## src/rtl/seq_match_if.sv

```systemverilog
// Word handshake between a producer and seq_match_ctrl.
// The producer drives in_valid and in_data. The controller drives in_ready.
interface seq_match_if #(
  parameter int WIDTH = 8
) ();
  logic             in_valid;
  logic             in_ready;
  logic [WIDTH-1:0] in_data;

  modport master (output in_valid, output in_data, input in_ready);
  modport slave  (input in_valid, input in_data, output in_ready);
endinterface

```

## src/rtl/seq_match_ctrl.sv

```systemverilog
// Serializes accepted words LSB first through an overlapping pattern detector.
// Reports a saturating match count per word, framed by a done pulse.
module seq_match_ctrl #(
  parameter int              WIDTH   = 8,
  parameter int              PLEN    = 3,
  parameter logic [PLEN-1:0] PATTERN = 3'b110,
  parameter int              CNTW    = 4
) (
  input  logic            clk,
  input  logic            reset_n,
  seq_match_if.slave      prod,
  input  logic            clear,
  output logic            w,
  output logic            match,
  output logic            busy,
  output logic            done,
  output logic [CNTW-1:0] match_count
);

  localparam int IW = (WIDTH > 1) ? $clog2(WIDTH) : 1;
  localparam int FW = $clog2(PLEN + 1);
  localparam logic [IW-1:0]   LAST_IDX = IW'(WIDTH - 1);
  localparam logic [FW-1:0]   FILL_MAX = FW'(PLEN);
  localparam logic [FW-1:0]   FILL_THR = FW'(PLEN - 1);
  localparam logic [CNTW-1:0] CNT_MAX  = '1;

  typedef enum logic [1:0] {
    ST_IDLE  = 2'b00,
    ST_SHIFT = 2'b01,
    ST_DONE  = 2'b10
  } state_t;

  state_t            state_r, state_n;
  logic [WIDTH-1:0]  sreg_r;
  logic [WIDTH-1:0]  sreg_shift_s;
  logic [IW-1:0]     idx_r;
  logic [PLEN-1:0]   hist_r;
  logic [PLEN-1:0]   hist_upd_s;
  logic [FW-1:0]     fill_r;
  logic [CNTW-1:0]   count_r;
  logic              w_r, match_r, busy_r, done_r;
  logic              accept_s, clear_s, shift_s, last_s, hit_s;

  // Newest bit enters at the LSB; the oldest bit falls off the MSB.
  function automatic logic [PLEN-1:0] hist_push(input logic [PLEN-1:0] h, input logic b);
    logic [PLEN:0] t;
    t = {h, b};
    return t[PLEN-1:0];
  endfunction

  assign prod.in_ready = (state_r != ST_SHIFT);
  assign w             = w_r;
  assign match         = match_r;
  assign busy          = busy_r;
  assign done          = done_r;
  assign match_count   = count_r;

  assign last_s       = (idx_r == LAST_IDX);
  assign sreg_shift_s = sreg_r >> 1'b1;
  assign hist_upd_s   = hist_push(hist_r, sreg_r[0]);

  // FSM state register
  always_ff @(posedge clk or negedge reset_n) begin
    if (!reset_n) begin
      state_r <= ST_IDLE;
    end else begin
      state_r <= state_n;
    end
  end

  // Next-state decode and per-cycle datapath strobes
  always_comb begin
    state_n  = state_r;
    accept_s = 1'b0;
    clear_s  = 1'b0;
    shift_s  = 1'b0;
    case (state_r)
      ST_IDLE, ST_DONE: begin
        accept_s = prod.in_valid;
        clear_s  = clear;
        if (prod.in_valid) begin
          state_n = ST_SHIFT;
        end else begin
          state_n = ST_IDLE;
        end
      end
      ST_SHIFT: begin
        shift_s = 1'b1;
        if (last_s) begin
          state_n = ST_DONE;
        end else begin
          state_n = ST_SHIFT;
        end
      end
      default: begin
        state_n = ST_IDLE;
      end
    endcase
  end

  // A hit needs a history that will be full once the current bit is pushed.
  always_comb begin
    hit_s = 1'b0;
    if (shift_s && (fill_r >= FILL_THR) && (hist_upd_s == PATTERN)) begin
      hit_s = 1'b1;
    end else begin
      hit_s = 1'b0;
    end
  end

  // Word datapath: shift register, bit index, serial output and count
  always_ff @(posedge clk or negedge reset_n) begin
    if (!reset_n) begin
      sreg_r  <= '0;
      idx_r   <= '0;
      w_r     <= 1'b0;
      match_r <= 1'b0;
      busy_r  <= 1'b0;
      done_r  <= 1'b0;
      count_r <= '0;
    end else begin
      match_r <= hit_s;
      done_r  <= shift_s && last_s;
      busy_r  <= (state_n == ST_SHIFT);
      if (accept_s) begin
        sreg_r  <= prod.in_data;
        idx_r   <= '0;
        w_r     <= prod.in_data[0];
        count_r <= '0;
      end else if (shift_s) begin
        sreg_r <= sreg_shift_s;
        idx_r  <= idx_r + IW'(1'b1);
        w_r    <= last_s ? 1'b0 : sreg_shift_s[0];
        if (hit_s && (count_r != CNT_MAX)) begin
          count_r <= count_r + CNTW'(1'b1);
        end
      end else begin
        w_r <= 1'b0;
      end
    end
  end

  // Bit history persists across words until clear or reset.
  always_ff @(posedge clk or negedge reset_n) begin
    if (!reset_n) begin
      hist_r <= '0;
      fill_r <= '0;
    end else if (clear_s) begin
      hist_r <= '0;
      fill_r <= '0;
    end else if (shift_s) begin
      hist_r <= hist_upd_s;
      if (fill_r != FILL_MAX) begin
        fill_r <= fill_r + FW'(1'b1);
      end
    end
  end

endmodule

```

## src/flat_wrapper.sv

```systemverilog
// flat-port wrapper written by rule: the top's interface ports become plain ports
module seq_match_ctrl_flat 
#(
  parameter int              WIDTH   = 8,
  parameter int              PLEN    = 3,
  parameter logic [PLEN-1:0] PATTERN = 3'b110,
  parameter int              CNTW    = 4
)
  (clk, reset_n, clear, w, match, busy, done, match_count, prod_in_valid, prod_in_data, prod_in_ready);
  seq_match_if #(.WIDTH(WIDTH)) prod_i ();
  input  logic clk;
  input  logic reset_n;
  input  logic clear;
  output logic w;
  output logic match;
  output logic busy;
  output logic done;
  output logic [CNTW-1:0] match_count;
  input wire logic [$bits(prod_i.in_valid)-1:0] prod_in_valid;
  input wire logic [$bits(prod_i.in_data)-1:0] prod_in_data;
  output wire logic [$bits(prod_i.in_ready)-1:0] prod_in_ready;
  assign prod_i.in_valid = prod_in_valid;
  assign prod_i.in_data = prod_in_data;
  assign prod_in_ready = prod_i.in_ready;
  seq_match_ctrl #(.WIDTH(WIDTH), .PLEN(PLEN), .PATTERN(PATTERN), .CNTW(CNTW)) u_core (.clk(clk), .reset_n(reset_n), .prod(prod_i), .clear(clear), .w(w), .match(match), .busy(busy), .done(done), .match_count(match_count));
endmodule
```

## config.mk

```make
export PLATFORM = sky130hd
export DESIGN_NAME = seq_match_ctrl_flat
export DESIGN_NICKNAME = d
export VERILOG_FILES = /design/src/rtl/seq_match_if.sv /design/src/rtl/seq_match_ctrl.sv /design/src/flat_wrapper.sv
export SDC_FILE = /design/constraint.sdc
export NUM_CORES = 1
export LEC_CHECK = 0
export CAP_MARGIN = 40
export CORE_MARGIN = 1.5
export CORE_UTILIZATION = 50
export CTS_CLUSTER_SIZE = 10
export DETAILED_ROUTE_END_ITERATION = 10
export GPL_ROUTABILITY_DRIVEN = 0
export PLACE_DENSITY_LB_ADDON = 0.3
export SLEW_MARGIN = 20
export SYNTH_ARGS = -nofsm -noshare
export SYNTH_HDL_FRONTEND = slang
export SYNTH_SLANG_ARGS = --single-unit
```

## constraint.sdc

```tcl
create_clock -name clk -period 2 [get_ports clk]
set_input_delay 0.3 -clock clk [delete_from_list [all_inputs] [get_ports clk]]
set_output_delay 0.3 -clock clk [all_outputs]
set_load 0.01 [all_outputs]
```

==> results.sh <==
export IMPL_max_cap_violations=0
export IMPL_dr_pass1_iters=4
export IMPL_die_area_um2=2480
export IMPL_cellLeakagePower_nw=0.620
export IMPL_ant_nets=0
export IMPL_io_buffers=20
export IMPL_cts_max_level=1
export IMPL_first_iter_violations=22
export IMPL_gr_usage_met3=0.0303
export IMPL_finalHoldViolations=0
export IMPL_arrival_ns=1.30
export IMPL_grt_max_degree=25
export IMPL_synth_fp_nets=115
export IMPL_routed_wl_um=2000
export IMPL_setup_viol=0
export IMPL_vias_per_cell=5.44
export IMPL_grt_pass1_wl_um=3390
export IMPL_hpwl_um=1480
export IMPL_fin_crit_sh=0.799
export IMPL_period_needed_ns=1.60
export IMPL_p_total_w=0.00185
export IMPL_critPathKind="reg2out"
export IMPL_cp_start_kind="flop"
export IMPL_final_nets=139
export IMPL_status="completed"
export IMPL_route_detailed_drc=0
export IMPL_ir_worst_vdd_mv=0.828
export IMPL_grt_most_used_layer="met2"
export IMPL_root_buffer="clkbuf_4"
export IMPL_critical_path_max_fanout=11
export IMPL_grtUsageTotal=0.179
export IMPL_area_growth_pct=23.9
export IMPL_comb_power_share=0.444
export IMPL_vias=800
export IMPL_fp_dieH_um=49.8
export IMPL_rows=16
export IMPL_maxSlewViolCount=0
export IMPL_ys_seq_elements=24
export IMPL_ys_seq_area_frac=0.547
export IMPL_setup_slack_ns=0.401
export IMPL_clock_latency_ns=0.30
export IMPL_antenna_cells=0
export IMPL_core_region_area_um2=2020
export IMPL_clock_skew_ns=0.00715
export IMPL_synth_warnings=0
export IMPL_max_slew_margin=0.671
export IMPL_clkPwrFrac=0.108
export IMPL_rsz0062_at_grt="false"
export IMPL_synth_distinct_cells=30
export IMPL_cts_tree="built"
export IMPL_grtUsageMet1=0.248
export IMPL_antenna_found_initial=0
export IMPL_avgSynthCellArea_um2=11.2
export IMPL_tightest_slew_ns=0.492
export IMPL_swShare=0.372
export IMPL_cts_setup_buffers=0
export IMPL_cts_path_max_buffers=2
export IMPL_p_seq_frac=0.448
export IMPL_layout_drive_gt1_share=0.108
export IMPL_dpl_worst_slack_ns=0.266
export IMPL_grt_pass1_vias=749
export IMPL_hold_buffers=0
export IMPL_numCtsBuffers=3
export IMPL_fillers=157
export IMPL_endpoint_kind="output port"
export IMPL_fmax_mhz=625
export IMPL_wl_per_cell_um=13.6
export IMPL_synth_area_um2=1100
export IMPL_hold_class="in2async"
export IMPL_intPower_w=0.00116
export IMPL_synth_cells=98
export IMPL_die_w_um=49.8
export IMPL_gr_total_overflow=0
export IMPL_cts_sinks=24
export IMPL_required_ns=1.70
export IMPL_hold_slack_ns=0.344
export IMPL_met2_usage=0.284
export IMPL_power_density_nw_per_um2=1360
export IMPL_start_util=0.543
export IMPL_path_clk_slew_ns=0.12
export IMPL_finalSetupTns_ns=0
export IMPL_boundaryPins=21
export IMPL_switching_power_w=0.000687
## through the flow
step	utilization	cells	instance area, um2
finish	0.673	147	1360
detailed placement	0.658	144	1330
floorplan	-	98	1100
global route	0.673	147	1360
CTS	0.671	147	1360
global placement	0.658	144	1330
## final timing paths
kind,startpoint,end,slack [ns],cells past startpoint
worst max-delay path,u_core.done,prod_in_ready,0.40,3
worst min-delay path,reset_n,u_core.match,0.34,2
worst max register to register,u_core.done,u_core.match_count[3],0.43,5
worst min register to register,u_core.sreg_r[5],u_core.sreg_r[5],0.50,2
max in group asynchronous,reset_n,u_core.done,1.41,2
min in group clk,u_core.sreg_r[5],u_core.sreg_r[5],0.50,2
## cell families (layout without fill, tap and decap cells)
kind of cell / count (synthesis) / count (layout) / share of synthesized area
mux: 4 / 4 / 0.0388
xor+xnor: 2 / 2 / 0.0160
fa+ha+maj: 5 / 5 / 0.0570
compound gates: 24 / 24 / 0.151
simple gates: 32 / 32 / 0.159
buf+inv: 7 / 29 / 0.0319
flops: 24 / 24 / 0.547
## Yosys cell counts
cell / n / area [um2]
nand2b_1: 1 / 6.26
and2b_1: 1 / 7.51
nand2_1: 13 / 48.8
buf_2: 1 / 5.00
nor2b_1: 2 / 12.5
nor2_1: 8 / 30.0
o21ai_0: 6 / 30.0
nand4_1: 1 / 6.26
a311oi_1: 1 / 8.76
nand3b_1: 1 / 7.51
a31oi_1: 2 / 12.5
a21oi_1: 2 / 10.0
clkbuf_1: 2 / 7.51
a22oi_1: 2 / 15.0
and3_1: 1 / 6.26
o31ai_1: 2 / 15.0
nor3_4: 1 / 16.3
buf_6: 1 / 11.3
mux2_2: 2 / 22.5
xnor2_1: 2 / 17.5
nor4_4: 1 / 21.3
o22ai_1: 2 / 12.5
ha_1: 5 / 62.6
mux2i_1: 2 / 20.0
inv_2: 1 / 3.75
dfrtp_1: 24 / 601
and2_1: 1 / 6.26
a22o_1: 7 / 61.3
nor3_1: 1 / 5.00
inv_1: 2 / 7.51
## flip-flops by register name, summed over array words and instances, names as in the netlist, 2 cells and up
| name | count |
|---|---|
| u_core.sreg_r | 8 |
| u_core.match_count | 4 |
| u_core.idx_r | 3 |
| u_core.fill_r | 2 |
| u_core.hist_r | 2 |
## critical path, cell delays in order (launching register included)
cell and delay [ns]:
dfrtp_2 0.47, and2b_1 0.27, inv_4 0.09, dlymetal6s2s_1 0.18
## cells in the final DEF, fill, tap and decap left out, drive strengths merged, types with 2 or more instances in the layout
master and count:
o22ai 2, a31oi 2, a22oi 2, inv 3, a21oi 2, dfrtp 24
nor3 2, clkbuf 3, clkdlybuf4s50 19, xnor2 2, mux2i 2, a22o 7
ha 5, nor2b 2, o31ai 2, mux2 2, buf 3, nor2 8
o21ai 6, nand2 13
## power by group through the flow
stage               Combinational, W  Clock (W)  Sequential (W)
finish                      0.000820   0.000198        0.000828
global route                0.000903   0.000225        0.000851
CTS                         0.000830   0.000206        0.000825
detailed placement          0.000818          0        0.000832
global placement            0.000787          0        0.000818
floorplan                   0.000575          0        0.000814
## area by class of cell
class,instances,area [um2],share of cell area
timing repair buffer,23,225,0.166
sequential,24,603,0.443
multi-input combinational,67,462,0.339
clock buffer,3,22.5,0.0166
inverter,3,13.8,0.0101
tap,27,33.8,0.0248
## layer usage
metal / vias to the layer above / share of wire
li1: 392 / -
met1: 388 / 0.48
met2: 18 / 0.48
met3: 2 / 0.036
met4: 0 / 0.0065
met5: - / 0
## repair_timing
action                     in CTS  in global routing
pin swaps                       0                  0
gates resized for setup         3                  1
setup endpoints to repair       1                  1
No activity file was read; power rests on OpenSTA's default activity.
==> RTL edit, RTL diff (config.mk and constraints unchanged) <==
`PLEN` is set to 3 in 2 places; all go to 5.
--- a/src/rtl/seq_match_ctrl.sv
+++ b/src/rtl/seq_match_ctrl.sv
@@ -2,7 +2,7 @@
 // Reports a saturating match count per word, framed by a done pulse.
 module seq_match_ctrl #(
   parameter int              WIDTH   = 8,
-  parameter int              PLEN    = 3,
+  parameter int              PLEN    = 5,
   parameter logic [PLEN-1:0] PATTERN = 3'b110,
   parameter int              CNTW    = 4
 ) (
--- a/src/flat_wrapper.sv
+++ b/src/flat_wrapper.sv
@@ -2,7 +2,7 @@
 module seq_match_ctrl_flat 
 #(
   parameter int              WIDTH   = 8,
-  parameter int              PLEN    = 3,
+  parameter int              PLEN    = 5,
   parameter logic [PLEN-1:0] PATTERN = 3'b110,
   parameter int              CNTW    = 4
 )
Function: changed (a bounded check fails within 10 cycles, from zero or initial values and one cycle with reset_n low).
==> RTL edit against the original RTL <==
Design area grew 9.5%. Critical path depth unchanged. Non-clock buffer count rose by 1. Synthesized area grew 11%. Setup slack got worse by 0.28 ns. Combinational power rose by 8.4%. Routed wire length rose by 12%. Sequential power grew 11%. Largest power group unchanged. Sequential cell count grew 3. Critical path type unchanged. Synthesized cell count up 13%. Highest routed layer unchanged. Clock skew is 0.0016 ns lower. Via count rose by 11%. Total power grew 10%.
==> RTL edit: results (changes against the original RTL) <==
status:
  status: "completed"
pwr:
  leakage_nw: 0.690  # +11%
  ir_drop_v: 0.000800  # -3.3%
cells_and_area:
  fill_cells: 203  # +29%
  layout.nets: 153  # +10%
  top_register: "u_core.sreg_r"
  final_layout_size_suffix_gt1_share_pct: 8.89  # -1.9 points
sta:
  skew_ns: 0.00551  # -0.00164 ns
  slew_headroom_pct: 75.4  # +8.3 points
synthesis:
  yosys.area_share.adder_pct: 5.12  # -0.58 points
  ys_warn_count: 0  # unchanged
  synthDistinctLibCells: 32  # +6.7%
  synth-xor-area-share_pct: 1.43  # -0.16 points
  synth_compound_area_share_pct: 14.2  # -0.81 points
  yosys-top-cells-area: "dfrtp_1 55%, ha_1 5.1%, a22o_1 4.3%, nand2_1 4.0%, nor2_1 3.1%"
  synthMuxAreaShare_pct: 3.38  # -0.50 points
  seq_area_frac_synth_pct: 55.3  # +0.60 points
  ys.flop_type: "dfrtp_1"
  synth_commonest_cells: "27 x dfrtp_1, 13 x nand2_1, 10 x nor2_1"
  syn_nets: 128  # +11%
place:
  place_area_um2: 1460  # +10%
  port_buffers: 20  # unchanged
  dp_hpwl_mm: 1.67  # +13%
worst_setup_path:
  cp_data_arrival_time_ns: 1.58  # +0.28 ns
  cp-startpoint: "u_core.state_r[0]"
  cp_max_fo: 8  # -3
  r2r-end: "u_core.match_count[3]"
  cpMaxStageDelayCell: "clkdlybuf4s50_1"
  r2r_start: "u_core.state_r[1]"
  reg2reg_depth: 5  # unchanged
  critPathMaxStageDelay_ns: 0.52  # +0.05 ns
global_routing:
  grt_pass1_wl_mm: 3.98  # +17%
  antenna_found_initial: 0  # unchanged
  grt_usage_pct: 20.0  # +2.1 points
  grt_max_degree: 28  # +12%
  grt_pass1_vias: 915  # +22%
drt:
  drtPass1Iterations: 4  # unchanged
  vias: 885  # +11%
  drt-initial-drc-count: 6  # -73%
  drt-wirelength-per-cell_um: 13.7  # +1.0%
clocking:
  clkTransAtPathRegs_ns: 0.14  # +0.02 ns
  cts_resized: 0  # -3
  cts_root_buf: "clkbuf_4"
[RTL edit: cell count changes in the layout (fill, tap and decap cells not counted), moves of 2 or more]
cell and change:
dfrtp_2 -2, and2b_1 +3, nand3_1 +2, nor2b_1 +2
nor2_1 +2, dfrtp_1 +5, a21oi_1 +3
[RTL edit: critical path, delay by kind of cell, from the launching register on]
| family | cells | cell delay (ns) |
|---|---|---|
| buffers and inverters | 2 | 0.58 |
| flip-flops | 1 | 0.47 |
| AND/OR/NAND/NOR | 1 | 0.22 |
[RTL edit: cells by family after synthesis]
kind of cell    Yosys count
simple gates             40
flops                    27
compound gates           26
buf+inv                   7
fa+ha+maj                 5
mux                       4
xor+xnor                  2
[RTL edit: worst min-delay path by stage]
stage	from	endpoint	slack, ns	cells past startpoint
2_1_floorplan	reset_n	u_core.busy	0.004	0
3_3_place_gp	u_core.sreg_r[3]	u_core.sreg_r[3]	0.46	2
3_5_place_dp	u_core.sreg_r[3]	u_core.sreg_r[3]	0.47	2
4_1_cts	reset_n	u_core.match_count[2]	0.34	2
5_1_grt	reset_n	u_core.match	0.36	2
6_report	reset_n	u_core.match_count[2]	0.34	2
[RTL edit: cell type report]
class	count	area, um2	area share [%]
tap	28	35.0	2.35
inverter	3	11.3	0.756
timing repair buffer	24	230	15.5
clock buffer	4	26.3	1.76
multi-input combinational	77	510	34.3
sequential	27	676	45.4
[RTL edit: report_power, final]
part | internal (mW) | leakage (nW) | switching [mW]
clock network | 0.0779 | 0.0150 | 0.147
logic | 0.450 | 0.335 | 0.439
registers | 0.766 | 0.341 | 0.156
[RTL edit: per-layer routing]
metal	wire [um]	vias to the layer above	global-route usage (%)
met5	0	-	0
met1	1080	422	26.7
li1	-	437	-
met4	30	0	9.83
met3	90	4	3.71
met2	1040	22	31.0
[RTL edit: stage by stage]
| stage | worst slack [ns] | cells | hold WS (ns) | util, % |
|---|---|---|---|---|
| after floorplan | 0.588 | 111 | 0.00441 | - |
| after global placement | 0.493 | 159 | 0.464 | 64.9 |
| after CTS | 0.101 | 163 | 0.344 | 66.0 |
| after detailed placement | 0.458 | 159 | 0.474 | 64.9 |
| final | 0.122 | 163 | 0.338 | 66.0 |
| after global routing | 0.0401 | 163 | 0.363 | 66.0 |
